[src/rtl/vga_timing_gen.sv]
// Parametrised raster timing generator.
// Advances one raster position per i_pix_stb. Level outputs are registered
// decodes of the next counter values, so they always describe the current
// position. Event strobes are combinational, gated by i_pix_stb and masked
// by reset.
//
// Ports:
//   i_clk        base clock
//   i_rst        synchronous active-high reset, restarts the frame at (0,0)
//   i_pix_stb    pixel strobe, one raster step per clock with strobe high
//   o_hs/o_vs    horizontal/vertical sync at configured polarity
//   o_hblank     horizontal blanking
//   o_vblank     vertical blanking
//   o_active     visible pixel
//   o_x/o_y      visible position, clamped to the active area
//   o_line_end   pulse on the last strobe of every line
//   o_animate    pulse on the last strobe of the last active line
//   o_frame_end  pulse on the last strobe of the frame
//   o_frame_cnt  completed frames since reset, wraps
module vga_timing_gen #(
  parameter int unsigned H_ACTIVE = 640,
  parameter int unsigned H_FP     = 16,
  parameter int unsigned H_SYNC   = 96,
  parameter int unsigned H_BP     = 48,
  parameter int unsigned V_ACTIVE = 480,
  parameter int unsigned V_FP     = 10,
  parameter int unsigned V_SYNC   = 2,
  parameter int unsigned V_BP     = 33,
  parameter bit          H_POL    = 1'b0,
  parameter bit          V_POL    = 1'b0,
  parameter int unsigned CW       = 10,
  parameter int unsigned FW       = 16
) (
  input  logic          i_clk,
  input  logic          i_rst,
  input  logic          i_pix_stb,
  output logic          o_hs,
  output logic          o_vs,
  output logic          o_hblank,
  output logic          o_vblank,
  output logic          o_active,
  output logic [CW-1:0] o_x,
  output logic [CW-1:0] o_y,
  output logic          o_line_end,
  output logic          o_animate,
  output logic          o_frame_end,
  output logic [FW-1:0] o_frame_cnt
);

  localparam int unsigned H_TOTAL   = H_ACTIVE + H_FP + H_SYNC + H_BP;
  localparam int unsigned V_TOTAL   = V_ACTIVE + V_FP + V_SYNC + V_BP;
  localparam int unsigned H_SYNC_LO = H_ACTIVE + H_FP;
  localparam int unsigned H_SYNC_HI = H_SYNC_LO + H_SYNC;
  localparam int unsigned V_SYNC_LO = V_ACTIVE + V_FP;
  localparam int unsigned V_SYNC_HI = V_SYNC_LO + V_SYNC;

  logic [CW-1:0] h_q, h_d, v_q, v_d;
  logic [FW-1:0] frame_q, frame_d;
  logic          hs_q, hs_d, vs_q, vs_d;
  logic          hblank_q, hblank_d, vblank_q, vblank_d, active_q, active_d;
  logic [CW-1:0] x_q, x_d, y_q, y_d;
  logic          line_end, animate, frame_end;
  // Decodes compare in 32 bits so a sync end equal to 2^CW stays correct.
  logic [31:0]   h_dx, v_dx;

  // Next-state counters, strobes and next-position level decode.
  always_comb begin
    h_d       = h_q;
    v_d       = v_q;
    frame_d   = frame_q;
    line_end  = i_pix_stb && (h_q == CW'(H_TOTAL - 1));
    animate   = line_end && (v_q == CW'(V_ACTIVE - 1));
    frame_end = line_end && (v_q == CW'(V_TOTAL - 1));

    if (i_pix_stb) begin
      if (line_end) begin
        h_d = '0;
        v_d = (v_q == CW'(V_TOTAL - 1)) ? '0 : v_q + CW'(1);
      end else begin
        h_d = h_q + CW'(1);
      end
    end
    if (frame_end) frame_d = frame_q + FW'(1);

    h_dx     = 32'(h_d);
    v_dx     = 32'(v_d);
    hs_d     = (h_dx >= H_SYNC_LO && h_dx < H_SYNC_HI) ? H_POL : ~H_POL;
    vs_d     = (v_dx >= V_SYNC_LO && v_dx < V_SYNC_HI) ? V_POL : ~V_POL;
    hblank_d = (h_dx >= H_ACTIVE);
    vblank_d = (v_dx >= V_ACTIVE);
    active_d = ~(hblank_d | vblank_d);
    x_d      = hblank_d ? CW'(H_ACTIVE - 1) : h_d;
    y_d      = vblank_d ? CW'(V_ACTIVE - 1) : v_d;
  end

  // State and registered level outputs.
  always_ff @(posedge i_clk) begin
    if (i_rst) begin
      h_q      <= '0;
      v_q      <= '0;
      frame_q  <= '0;
      hs_q     <= ~H_POL;
      vs_q     <= ~V_POL;
      hblank_q <= 1'b0;
      vblank_q <= 1'b0;
      active_q <= 1'b1;
      x_q      <= '0;
      y_q      <= '0;
    end else begin
      h_q      <= h_d;
      v_q      <= v_d;
      frame_q  <= frame_d;
      hs_q     <= hs_d;
      vs_q     <= vs_d;
      hblank_q <= hblank_d;
      vblank_q <= vblank_d;
      active_q <= active_d;
      x_q      <= x_d;
      y_q      <= y_d;
    end
  end

  assign o_hs        = hs_q;
  assign o_vs        = vs_q;
  assign o_hblank    = hblank_q;
  assign o_vblank    = vblank_q;
  assign o_active    = active_q;
  assign o_x         = x_q;
  assign o_y         = y_q;
  assign o_frame_cnt = frame_q;
  // Reset wins over a coincident strobe.
  assign o_line_end  = line_end  & ~i_rst;
  assign o_animate   = animate   & ~i_rst;
  assign o_frame_end = frame_end & ~i_rst;

endmodule

[config.mk]
export PLATFORM = sky130hd
export DESIGN_NAME = vga_timing_gen
export DESIGN_NICKNAME = d
export VERILOG_FILES = /design/src/rtl/vga_timing_gen.sv
export SDC_FILE = /design/constraint.sdc
export NUM_CORES = 1
export LEC_CHECK = 0
export CAP_MARGIN = 20
export CORE_MARGIN = 10
export CORE_UTILIZATION = 32
export CTS_CLUSTER_SIZE = 20
export DETAILED_ROUTE_END_ITERATION = 8
export GPL_TIMING_DRIVEN = 0
export HOLD_SLACK_MARGIN = 0.05
export SYNTH_ARGS = -nofsm -noshare
export SYNTH_HDL_FRONTEND = slang
export SYNTH_SLANG_ARGS = --single-unit
export TNS_END_PERCENT = 20
[constraint.sdc]
create_clock -name i_clk -period 2.9 [get_ports i_clk]
set_clock_uncertainty 0.1 [all_clocks]
set_input_delay 0.58 -clock i_clk [delete_from_list [all_inputs] [get_ports i_clk]]
set_output_delay 0.58 -clock i_clk [all_outputs]
set_load 0.02 [all_outputs]
== Yosys cells after proc, flatten, opt, wreduce, memory -nomap -nowiden ==
Cells that the tools add are included.
Storage, ports and cells
  register bits after elaboration: 61
  bits of input ports: 3
  output and inout bits: 44
  word-level logic and storage cells: 46
Operators by class
  add/subtract/negate cells: 3
  $lt $le $gt $ge: 6
  equality and inequality tests: 3
  mux-type cells: 9
  bitwise logic cells: 6
  reductions and logical operators: 7
Operators by type and width (number)
  10-bit 2-to-1 mux: 6
  10-bit by 1-bit adder with 10-bit output, second input constant: 2
  10-bit == test, second input constant: 2
  10-bit >= comparator, second input constant: 2
  10-bit by 9-bit >= comparator with 1-bit output, second input constant: 2
  16-bit by 1-bit adder with 16-bit output, second input constant: 1
  10-bit by 9-bit == test with 1-bit output, second input constant: 1
  10-bit less-than comparator, second input constant: 1
  10-bit by 9-bit less-than comparator with 1-bit output, second input constant: 1
  9-bit 2-to-1 mux: 1
  1-bit logical AND: 5
  2-bit OR reduction: 2
  1-bit bitwise AND: 3
  1-bit 2-to-1 mux: 2
  1-bit NOT: 2
  1-bit OR: 1

== Logic depth before layout (Yosys ltp) ==
Gate-level depths: netlist (run 1).
  word-level depth: 7
  mapped depth: 9
  mapped depth without buffers: 7

== Worst setup path before layout (run 1) ==
OpenSTA, ideal clock, no wires.
  path kind: input-to-output
  start point: input port i_pix_stb
  end point: output port o_animate
  arrival time: 2281 ps
  data required time: 2220 ps
  setup slack: -61 ps
  cell stages on the path: 6
  path buffers: 3
  path through: and4_1 clkbuf_1 nand3_1 clkbuf_1 clkbuf_1 nor4_1
Between the ends
  cells in the longest elaborated chain, start to end: 3
RTL lines
  start, declared: line 36  | input logic i_pix_stb,
  1-bit logical AND: line 71  | line_end = i_pix_stb && (h_q == CW'(H_TOTAL - 1));
  1-bit logical AND: line 72  | animate = line_end && (v_q == CW'(V_ACTIVE - 1));
  1-bit bitwise AND: line 133  | assign o_animate = animate & ~i_rst;
  end, declared: line 45  | output logic o_animate,
No other way between the ends.

== Worst setup path in the final report (run 1) ==
  start point: register h_q[0]
  end point: output port o_line_end
Between the ends
  cells in the longest elaborated chain, start to end: 3
RTL lines
  start, declared: line 57  | logic [CW-1:0] h_q, h_d, v_q, v_d;
  start signal, assigned: line 99  | h_q <= '0;
  start signal, assigned: line 110  | h_q <= h_d;
  10-bit == test: line 71
  1-bit logical AND: line 71
  1-bit bitwise AND: line 132  | assign o_line_end = line_end & ~i_rst;
  end, declared: line 44  | output logic o_line_end,
No other way between the ends.

==> results of run 1 <==
-- metal layers --
layer | vias up | track usage, % | share of wire, %
met1 | 1215 | 15.0 | 45
li1 | 1273 | - | -
met5 | - | 0 | 0
met3 | 15 | 4.37 | 7.6
met4 | 0 | 6.09 | 2.1
met2 | 92 | 17.7 | 46
-- power by group through the flow --
stage	Combinational, mW	Clock, mW	Sequential [mW]
after global placement	0.0534	0	0.870
after CTS	0.0556	0.810	0.852
after floorplan	0.0236	0	0.876
after global routing	0.0611	0.859	0.851
final	0.0565	0.794	0.851
after detailed placement	0.0543	0	0.871
-- timing repair --
action	4_1_cts	5_1_grt
setup endpoints to repair	25	14
gates resized for setup	38	13
buffers inserted	1	0
pin swaps	1	0
-- area by class of cell --
| type | count | area, um^2 |
|---|---|---|
| buffer | 18 | 103 |
| clock buffer | 13 | 169 |
| clock inverter | 3 | 42.5 |
| fill | 844 | 4650 |
| inverter | 15 | 56.3 |
| multi-input combinational | 223 | 1450 |
| sequential | 61 | 1230 |
| tap | 105 | 131 |
| timing repair buffer | 47 | 469 |
-- placed cells by master, fill, tap and decap left out, drive strengths merged, types with 3 or more instances in the layout --
cell type / instances
a21oi: 20
nand3: 15
o31ai: 3
nor2: 27
ha: 4
nand4: 11
xnor2: 12
nand2: 16
or4: 5
clkdlybuf4s50: 42
nor2b: 3
nor3: 12
inv: 15
nor4: 9
dfxtp: 61
o21ai: 17
xor2: 3
or3: 9
and3: 5
or2: 3
and2: 3
buf: 8
and4: 6
o211ai: 4
clkbuf: 26
-- worst max-delay path by stage --
stage | start | endpoint | slack [ps] | cells after the start
5_1_grt | h_q[5] | o_animate | -60 | 7
6_report | h_q[0] | o_line_end | 60 | 7
3_3_place_gp | i_pix_stb | o_animate | -1360 | 8
2_1_floorplan | i_pix_stb | o_frame_end | 140 | 6
3_5_place_dp | i_pix_stb | o_animate | -1350 | 8
4_1_cts | h_q[4] | o_animate | 6 | 6
-- per-stage QoR --
| step | setup TNS (ps) | util, % | area, um^2 |
|---|---|---|---|
| 6_report | 0 | 44.0 | 3650 |
| 2_1_floorplan | 0 | - | 2750 |
| 3_5_place_dp | -19380 | 40.3 | 3340 |
| 4_1_cts | 0 | 43.4 | 3610 |
| 3_3_place_gp | -19030 | 40.3 | 3340 |
| 5_1_grt | -270 | 44.0 | 3650 |
-- sequential cells by signal, indices dropped and copies added, names as in the netlist --
register     flops
o_vblank         1
h_q             10
o_hblank         1
o_active         1
o_x             10
o_vs             1
o_frame_cnt     16
v_q             10
o_hs             1
o_y             10
-- logic make-up (layout without fill, tap and decap cells) --
kind of cell / after synthesis / after routing / share of synthesized area, %
AOI/OAI and AO/OA: 69 / 69 / 16.4
xor gates and xnor gates: 15 / 15 / 4.79
adders and majority gates: 4 / 4 / 1.82
buffers and inverters: 35 / 96 / 5.02
DFF: 61 / 61 / 44.5
muxes: 2 / 2 / 0.776
other: 1 / 1 / 0.137
and+or+nand+nor: 132 / 132 / 26.6
-- worst reg2reg max path, stage by stage, from the launching register on --
cell      delay [ps]
dfxtp_1          340
ha_2             200
and4_4           160
buf_4            160
and3_1           140
buf_2            190
o311ai_1         770
o311ai_2         370
inv_1            190
or2_2            120
==> results by group, run 1 <==
Cells and area
  • N_diodes: 0
  • Layout cells sized above 1: approximately an eighth
  • Layout area overhead: 33.1%
  • Final nets: approximately 380
  • Fin cells: 485

Setup path
  • Worst EP arrival: about 2200 ps
  • RR Endpoint: o_x[5]
  • Crit-path slowest cell: dfxtp_1
  • Delay-heaviest family, CP: buffers and inverters
  • Required time worst endpoint: around 2200 ps
  • Crit path max fanout: 10
  • CP bufs+invs: 3
  • Worst setup EP type: output port
  • Reg2Reg Depth: 9
  • Crit-path cells: ha_2 -> and4_4 -> nand3_2 -> clkbuf_8 -> clkbuf_4 -> nor2_1 -> clkdlybuf4s15_2
  • Worst r2r src: h_q[0]
  • Delay of the slowest critical-path stage: between 300 and 400 ps
  • WS Path Type: flop to output port
  • Flop-to-flop setup slack: around 120 ps
  • CP Launch Type: flop

Clocking
  • Worst-case clock buffer depth: 2
  • Clk sink count: 61
  • Hold buffers post-CTS: 0
  • CTS buffer count: 9
  • CTS HTree Levels: 3
  • Root Buffer: clkbuf_8
  • Clock latency on the worst-skew pair: ~350 ps
  • Clk pin slew, worst setup/hold paths: 70 ps
  • TritonCTS clock tree: built

STA
  • # setup viols final: 0
  • Worst Setup Slack, final: roughly 57 ps
  • Worst slew pin tran: roughly 860 ps
  • Worst hold margin: 385 ps
  • FMAX: about 0.35 GHz
  • RSZ-0062 raised after global routing: true
  • Worst rel slew slack: between 40% and 50%
  • Final hold vios: 0
  • Max-slew violations: 0
  • Tmin final: between 2000 and 3000 ps
  • Crit share post-route: between 90% and 100%

Place
  • Input/output buffers: 46
  • HPWL Detailed: ~5300 um
  • RePlAce Congestion: 0.904
  • Placed Cells: 470
  • Pre-CTS setup slack: -1350 ps

Yosys
  • Distinct cells, synth: 54
  • Yosys reg bits: 61
  • Synthesized area: ~2700 um^2
  • Main flop type after synthesis: dfxtp_1
  • Synth warn: 0
  • Commonest cells in the netlist: 61 x dfxtp_1, 27 x nor2_1, 20 x a21oi_1
  • Yosys top cell area share: between 40 and 50%
  • Register area share after synthesis: roughly 45%
  • Syn_area_per_cell: 8.60 um^2
  • Most instantiated library cell after synthesis: dfxtp_1
  • Async SR Flop Fraction: 0%
  • Top post-synthesis cells by area: dfxtp_1 45%, xnor2_1 3.8%, nor2_1 3.7%
  • Synthesized Nets: between 300 and 400
  • Leading area contributor after synthesis: dfxtp_1
  • Post-synth EDFFs: 0
  • Post-Syn Instances: 319

Floorplanning
  • Die Area: 12700 um^2
  • Core footprint: 8300 um^2
  • Row count: 33
  • Height of the die: between 100 and 150 um
  • Die Span X: roughly 110 um
  • Num ports: 47
  • Starting Density: about a third

Power
  • Combinational Power Share: under 10%
  • Clk pwr share: a little under half
  • Tot Pwr: ~1.7 mW
  • P_int: between 1 and 1.5 mW
  • Reg power frac: between 50% and 60%
  • Switching power share of the total: between 20% and 30%
  • Ratio of total power to cell area: 466 nW/um^2
  • Worst VDD drop: about 0.32 mV
  • Pleak: ~1.3 nW
  • P_sw: around 370 uW

Worst hold path
  • Hold Path Stages: 2
  • Hold Path Origin: o_frame_cnt[15]
  • Worst Hold Class: flop to flop
  • Worst Hold End: o_frame_cnt[15]

Global route
  • Global Route Usage Sum: a little under an eighth
  • First-pass GRT wire length: 12600 um
  • Initial antenna violation count: 0
  • Grt ovf: 0
  • Largest net degree at the start of global routing: 11
  • Vias in the first global route: around 2500

Outcome
  • Outcome: completed

Routing
  • Via count: approximately 2600
  • Initial detailed-routing violation count: between 100 and 150
  • DRC Markers: 0
  • Final ANT Viol Nets: 0
  • Final WL: about 7600 um
  • Drt pass-1 iters: 4
  • DR WL/cell: around 16 um
  • Vias per std cell: between 5 and 6

Flow run
  • Max-Cap Viols: 0
(Power assumes the default switching activity.)
==> inputs of run 2 (changes only) <==
--- a/config.mk
+++ b/config.mk
@@ -6,12 +6,15 @@
 export NUM_CORES = 1
 export LEC_CHECK = 0
 export CAP_MARGIN = 20
+export CELL_PAD_IN_SITES_DETAIL_PLACEMENT = 0
+export CELL_PAD_IN_SITES_GLOBAL_PLACEMENT = 1
 export CORE_MARGIN = 10
 export CORE_UTILIZATION = 32
 export CTS_CLUSTER_SIZE = 20
 export DETAILED_ROUTE_END_ITERATION = 8
 export GPL_TIMING_DRIVEN = 0
 export HOLD_SLACK_MARGIN = 0.05
+export PLACE_DENSITY_LB_ADDON = 0.1
 export SYNTH_ARGS = -nofsm -noshare
 export SYNTH_HDL_FRONTEND = slang
 export SYNTH_SLANG_ARGS = --single-unit
==> run 2 against run 1 <==
  * The flow now finishes with violations (setup timing)
  * Utilization shrank 0.60 points
  * Register-to-register slack gained 70 ps
  * Total power shrank 1.4%
  * Sequential share of layout area grew 0.36 points
  * Worst setup slack lost 74 ps
  * Die area is the same
  * Count of clock-buffer cells in the layout shrank 3
  * Critical path depth shrank 1
  * Sequential power is essentially flat
  * Critical path type unchanged
  * Largest power group unchanged
  * Highest routed layer unchanged
==> results by group, run 2 (same netlist as run 1, synthesis figures left out) <==
Floorplanning
  • Die Span X: about 110 um
  • Row count: 33
  • Core footprint: 8300 um^2
  • Height of the die: approximately 110 um
  • Starting Density: about 33%
  • Die Area: about 13000 um^2
  • Num ports: 47

Place
  • Placed Cells: between 400 and 500
  • Input/output buffers: 46
  • Pre-CTS setup slack: -1410 ps
  • RePlAce Congestion: slightly below 0.9
  • HPWL Detailed: roughly 5700 um

Cells and area
  • Fin cells: a little under 500
  • FF+latch area: 1220 um^2
  • Final nets: 380
  • Fillcell total: between 800 and 900
  • N_diodes: 0
  • Layout cells sized above 1: between 10% and 20%
  • Most frequent cells in the layout: 58 x dfxtp_1, 42 x clkdlybuf4s50_1, 26 x nor2_1, 20 x a21oi_1
  • Multi-input gate area: between 1000 and 1500 um^2
  • Layout area overhead: 31.2%
  • Most common cell after layout, fill and taps aside: dfxtp_1
  • Max reg flops: 16

STA
  • Worst hold margin: approximately 380 ps
  • Crit share post-route: 101%
  • Tmin final: ~2900 ps
  • Final hold vios: 0
  • FMAX: 0.343 GHz
  • RSZ-0062 raised after global routing: true
  • Worst slew pin tran: 701 ps
  • Max-slew violations: 0
  • Worst rel slew slack: 53.0%
  • Worst Setup Slack, final: -17.0 ps
  • # setup viols final: 1
  • Total negative setup slack: -17.0 ps

Power
  • Worst VDD drop: 0.268 mV
  • Ratio of total power to cell area: ~470 nW/um^2
  • Pleak: 1.25 nW

Setup path
  • WS Path Type: flop to output port
  • Crit-path slowest cell: or3_4
  • CP bufs+invs: 2
  • Worst EP arrival: 2240 ps
  • Worst setup EP type: output port
  • Flop-to-flop setup slack: between 150 and 200 ps
  • CP Launch Type: flop
  • Crit-path cells: inv_1 -> ha_1 -> or3b_1 -> or3_4 -> nor3_1 -> buf_4
  • Delay of the slowest critical-path stage: 430 ps
  • Crit path max fanout: 11
  • Delay-heaviest family, CP: simple AND/OR/NAND/NOR gates
  • Required time worst endpoint: 2220 ps

Global route
  • Largest net degree at the start of global routing: 12
  • Vias in the first global route: ~2600
  • Global Route Usage Sum: around an eighth
  • Initial antenna violation count: 0
  • First-pass GRT wire length: about 14000 um
  • Grt ovf: 0

Clocking
  • Clock latency on the worst-skew pair: 350 ps
  • TritonCTS clock tree: built
  • Root Buffer: clkbuf_8
  • Setup bufs post-CTS: 0
  • CTS HTree Levels: 3
  • Worst-case clock buffer depth: 2
  • Clk pin slew, worst setup/hold paths: ~70 ps
  • CTS buffer count: 9
  • Clk sink count: 61
  • Hold buffers post-CTS: 0

Routing
  • Drt pass-1 iters: 4
  • Initial detailed-routing violation count: between 100 and 150
  • DR WL/cell: between 15 and 20 um
  • Via count: 2567
  • DRC Markers: 0
  • Final ANT Viol Nets: 0
  • Vias per std cell: around 5.3
  • Final WL: around 8100 um

Flow run
  • Max-Cap Viols: 0

Outcome
  • Outcome: finished, violations left
  • Failing checks: setup timing

Worst hold path
  • Worst Hold Class: flop to flop
[run 2: layout make-up]
cell class	count	area share, %
tap	105	3.65
timing repair buffer	46	12.4
multi-input combinational	223	40.4
clock inverter	6	1.74
sequential	61	34.0
inverter	15	1.56
buffer	17	2.47
clock buffer	10	3.82
[run 2: per-stage QoR]
step                area [um^2]  util (%)  total power [mW]
finish                     3600      43.4              1.68
global route               3600      43.4              1.75
CTS                        3580      43.2              1.70
detailed placement         3340      40.3             0.926
global placement           3340      40.3             0.926
floorplan                  2750         -             0.900
[run 2: metal layers]
metal | vias up | track usage, % | part of all wire [%]
li1 | 1275 | - | -
met1 | 1221 | 16.5 | 46
met2 | 60 | 20.2 | 47
met3 | 11 | 4.26 | 6.2
met4 | 0 | 4.48 | 1.5
met5 | - | 0 | 0
[run 2: path summary, 6_finish.rpt]
path         depth (start not counted)             from         endpoint
max                                  6           v_q[1]      o_frame_end
min                                  2  o_frame_cnt[15]  o_frame_cnt[15]
max reg2reg                          8           v_q[1]  o_frame_cnt[15]
min reg2reg                          2  o_frame_cnt[15]  o_frame_cnt[15]
[run 2: worst reg2reg max path, delay by kind of cell, from the launching register on]
kind            cells  cell delay [ps]
compound gates      1              140
simple gates        4             1590
buf+inv             2              280
flops               1              380
fa+ha+maj           1              150
[run 2: power breakdown]
group          internal [mW]  switching (mW)
Combinational         0.0213          0.0363
Sequential             0.847         0.00515
Clock                  0.416           0.353
[run 2: timing repair]
item / 4_1_cts / 5_1_grt
setup endpoints to repair: 32 / 18
gates resized for setup: 34 / 9
pin swaps: 1 / 0
==> inputs of run 3 (changes only) <==
==> constraint.sdc (replaced) <==
create_clock -name i_clk -period 2.9 [get_ports i_clk]
set_clock_uncertainty 0.1 [all_clocks]
set_input_delay 0.29 -clock i_clk [delete_from_list [all_inputs] [get_ports i_clk]]
set_output_delay 0.29 -clock i_clk [all_outputs]
set_load 0.02 [all_outputs]
==> run 3 against run 2 <==
  * Largest power group is now the clock network
  * Via count increased by 0.23%
  * Die area unchanged
  * The flow now finishes without violations
  * Fmax increased by 4.6%
  * Register-to-register slack improved by 50 ps
  * Worst setup slack improved by 130 ps
  * Count of clock-buffer cells in the layout increased by 3
  * Critical path depth increased by 1
  * Final cell count increased by 0.21%
==> results by group, run 3 (same netlist as run 1, synthesis figures left out) <==
Floorplanning
  • Core footprint: 8300 um^2
  • Starting Density: 33.0%
  • Row count: 33
  • Die Area: about 13000 um^2
  • Die Span X: 113 um
  • Num ports: 47
  • Height of the die: ~110 um

STA
  • Total negative setup slack: 0 ps
  • Worst Setup Slack, final: about 110 ps
  • # setup viols final: 0
  • FMAX: roughly 0.36 GHz
  • Crit share post-route: a little over nine tenths
  • Tmin final: between 2000 and 3000 ps
  • Final hold vios: 0
  • Max-slew violations: 0
  • Worst rel slew slack: ~54%
  • RSZ-0062 raised after global routing: true
  • Worst slew pin tran: between 600 and 700 ps

Power
  • Clk pwr share: roughly 49%
  • Ratio of total power to cell area: between 400 and 500 nW/um^2
  • Switching power share of the total: 21.0%
  • Worst VDD drop: 0.206 mV
  • P_int: roughly 1.4 mW
  • Tot Pwr: 1.77 mW
  • Combinational Power Share: 3.2%
  • P_sw: 372 uW
  • Reg power frac: approximately half
  • Pleak: 1.25 nW

Cells and area
  • Max reg flops: 16
  • Final nets: 381
  • N_diodes: 0
  • Most common cell after layout, fill and taps aside: dfxtp_1
  • Most frequent cells in the layout: 60 x dfxtp_1, 42 x clkdlybuf4s50_1, 26 x nor2_1, 20 x a21oi_1
  • Layout area overhead: 31.5%
  • Layout cells sized above 1: between 10% and 20%

Routing
  • Via count: 2573
  • Final WL: roughly 8000 um
  • Vias per std cell: between 5 and 6
  • DRC Markers: 0
  • Final ANT Viol Nets: 0
  • Initial detailed-routing violation count: between 100 and 150
  • DR WL/cell: 16.5 um
  • Drt pass-1 iters: 4

Setup path
  • Required time worst endpoint: approximately 2500 ps
  • WS Path Type: flop to output port
  • CP Launch Type: flop
  • Worst EP arrival: 2400 ps
  • Crit path max fanout: 10
  • Worst setup EP type: output port

Global route
  • Largest net degree at the start of global routing: 11
  • Global Route Usage Sum: around an eighth
  • Grt ovf: 0
  • First-pass GRT wire length: 13300 um
  • Vias in the first global route: roughly 2500
  • Initial antenna violation count: 0

Clocking
  • Worst-case clock buffer depth: 2
  • Clock latency on the worst-skew pair: between 300 and 400 ps
  • Clk pin slew, worst setup/hold paths: 70 ps
  • CTS buffer count: 9
  • Clk sink count: a little over 60
  • CTS HTree Levels: 3
  • Root Buffer: clkbuf_8
  • Setup bufs post-CTS: 0
  • TritonCTS clock tree: built

Flow run
  • Max-Cap Viols: 0

Place
  • HPWL Detailed: about 5700 um
  • Input/output buffers: between 40 and 50
  • RePlAce Congestion: 0.858
  • Pre-CTS setup slack: -903 ps

Worst hold path
  • Worst Hold Class: flop to flop

Outcome
  • Outcome: completed
==> run 3: critical path, cell delays in order (launching register included) <==
cell and delay (ps):
dfxtp_1 370, inv_1 110, ha_1 150, or3b_1 400, or3_1 350, buf_2 220, nor3_2 160, clkdlybuf4s15_2 290
==> run 3: layout make-up <==
type	instances	area, um^2
buffer	18	81.3
fill	829	4690
sequential	61	1220
inverter	15	56.3
multi-input combinational	223	1430
clock inverter	3	67.6
tap	105	131
clock buffer	13	159
timing repair buffer	46	454
==> run 3: path summary, 6_finish.rpt <==
check / from / to / slack [ps] / cells after the start
setup / recovery: v_q[1] / o_frame_end / 110 / 7
hold / removal: o_frame_cnt[11] / o_frame_cnt[11] / 400 / 2
setup reg to reg: h_q[5] / o_x[3] / 240 / 7
hold reg to reg: o_frame_cnt[11] / o_frame_cnt[11] / 400 / 2
==> run 3: per-stage QoR <==
step | util [%] | cell area, um^2 | std cells | hold slack, ps
2_1_floorplan | - | 2740 | 319 | 275
6_report | 43.4 | 3610 | 484 | 400
5_1_grt | 43.4 | 3610 | 484 | 422
3_3_place_gp | 40.2 | 3330 | 470 | 363
3_5_place_dp | 40.2 | 3330 | 470 | 392
4_1_cts | 43.2 | 3590 | 484 | 403
==> run 3: metal layers <==
layer	share of wire (%)	up-vias	track usage (%)
met5	0	-	0
met4	1.5	0	4.82
met3	6.7	13	3.62
met2	45	84	19.5
met1	46	1199	17.0
li1	-	1277	-
==> run 3: what timing repair did <==
action,CTS,global route
hold buffers,0,0
resized for setup,20,10
endpoints found under the setup margin,9,24
==> run 3: power groups by stage <==
stage | sequential [mW] | clock [mW] | combinational (mW)
finish | 0.852 | 0.863 | 0.0569
floorplan | 0.876 | 0 | 0.0235
detailed placement | 0.870 | 0 | 0.0549
CTS | 0.851 | 0.881 | 0.0551
global placement | 0.870 | 0 | 0.0551
global route | 0.852 | 0.923 | 0.0622
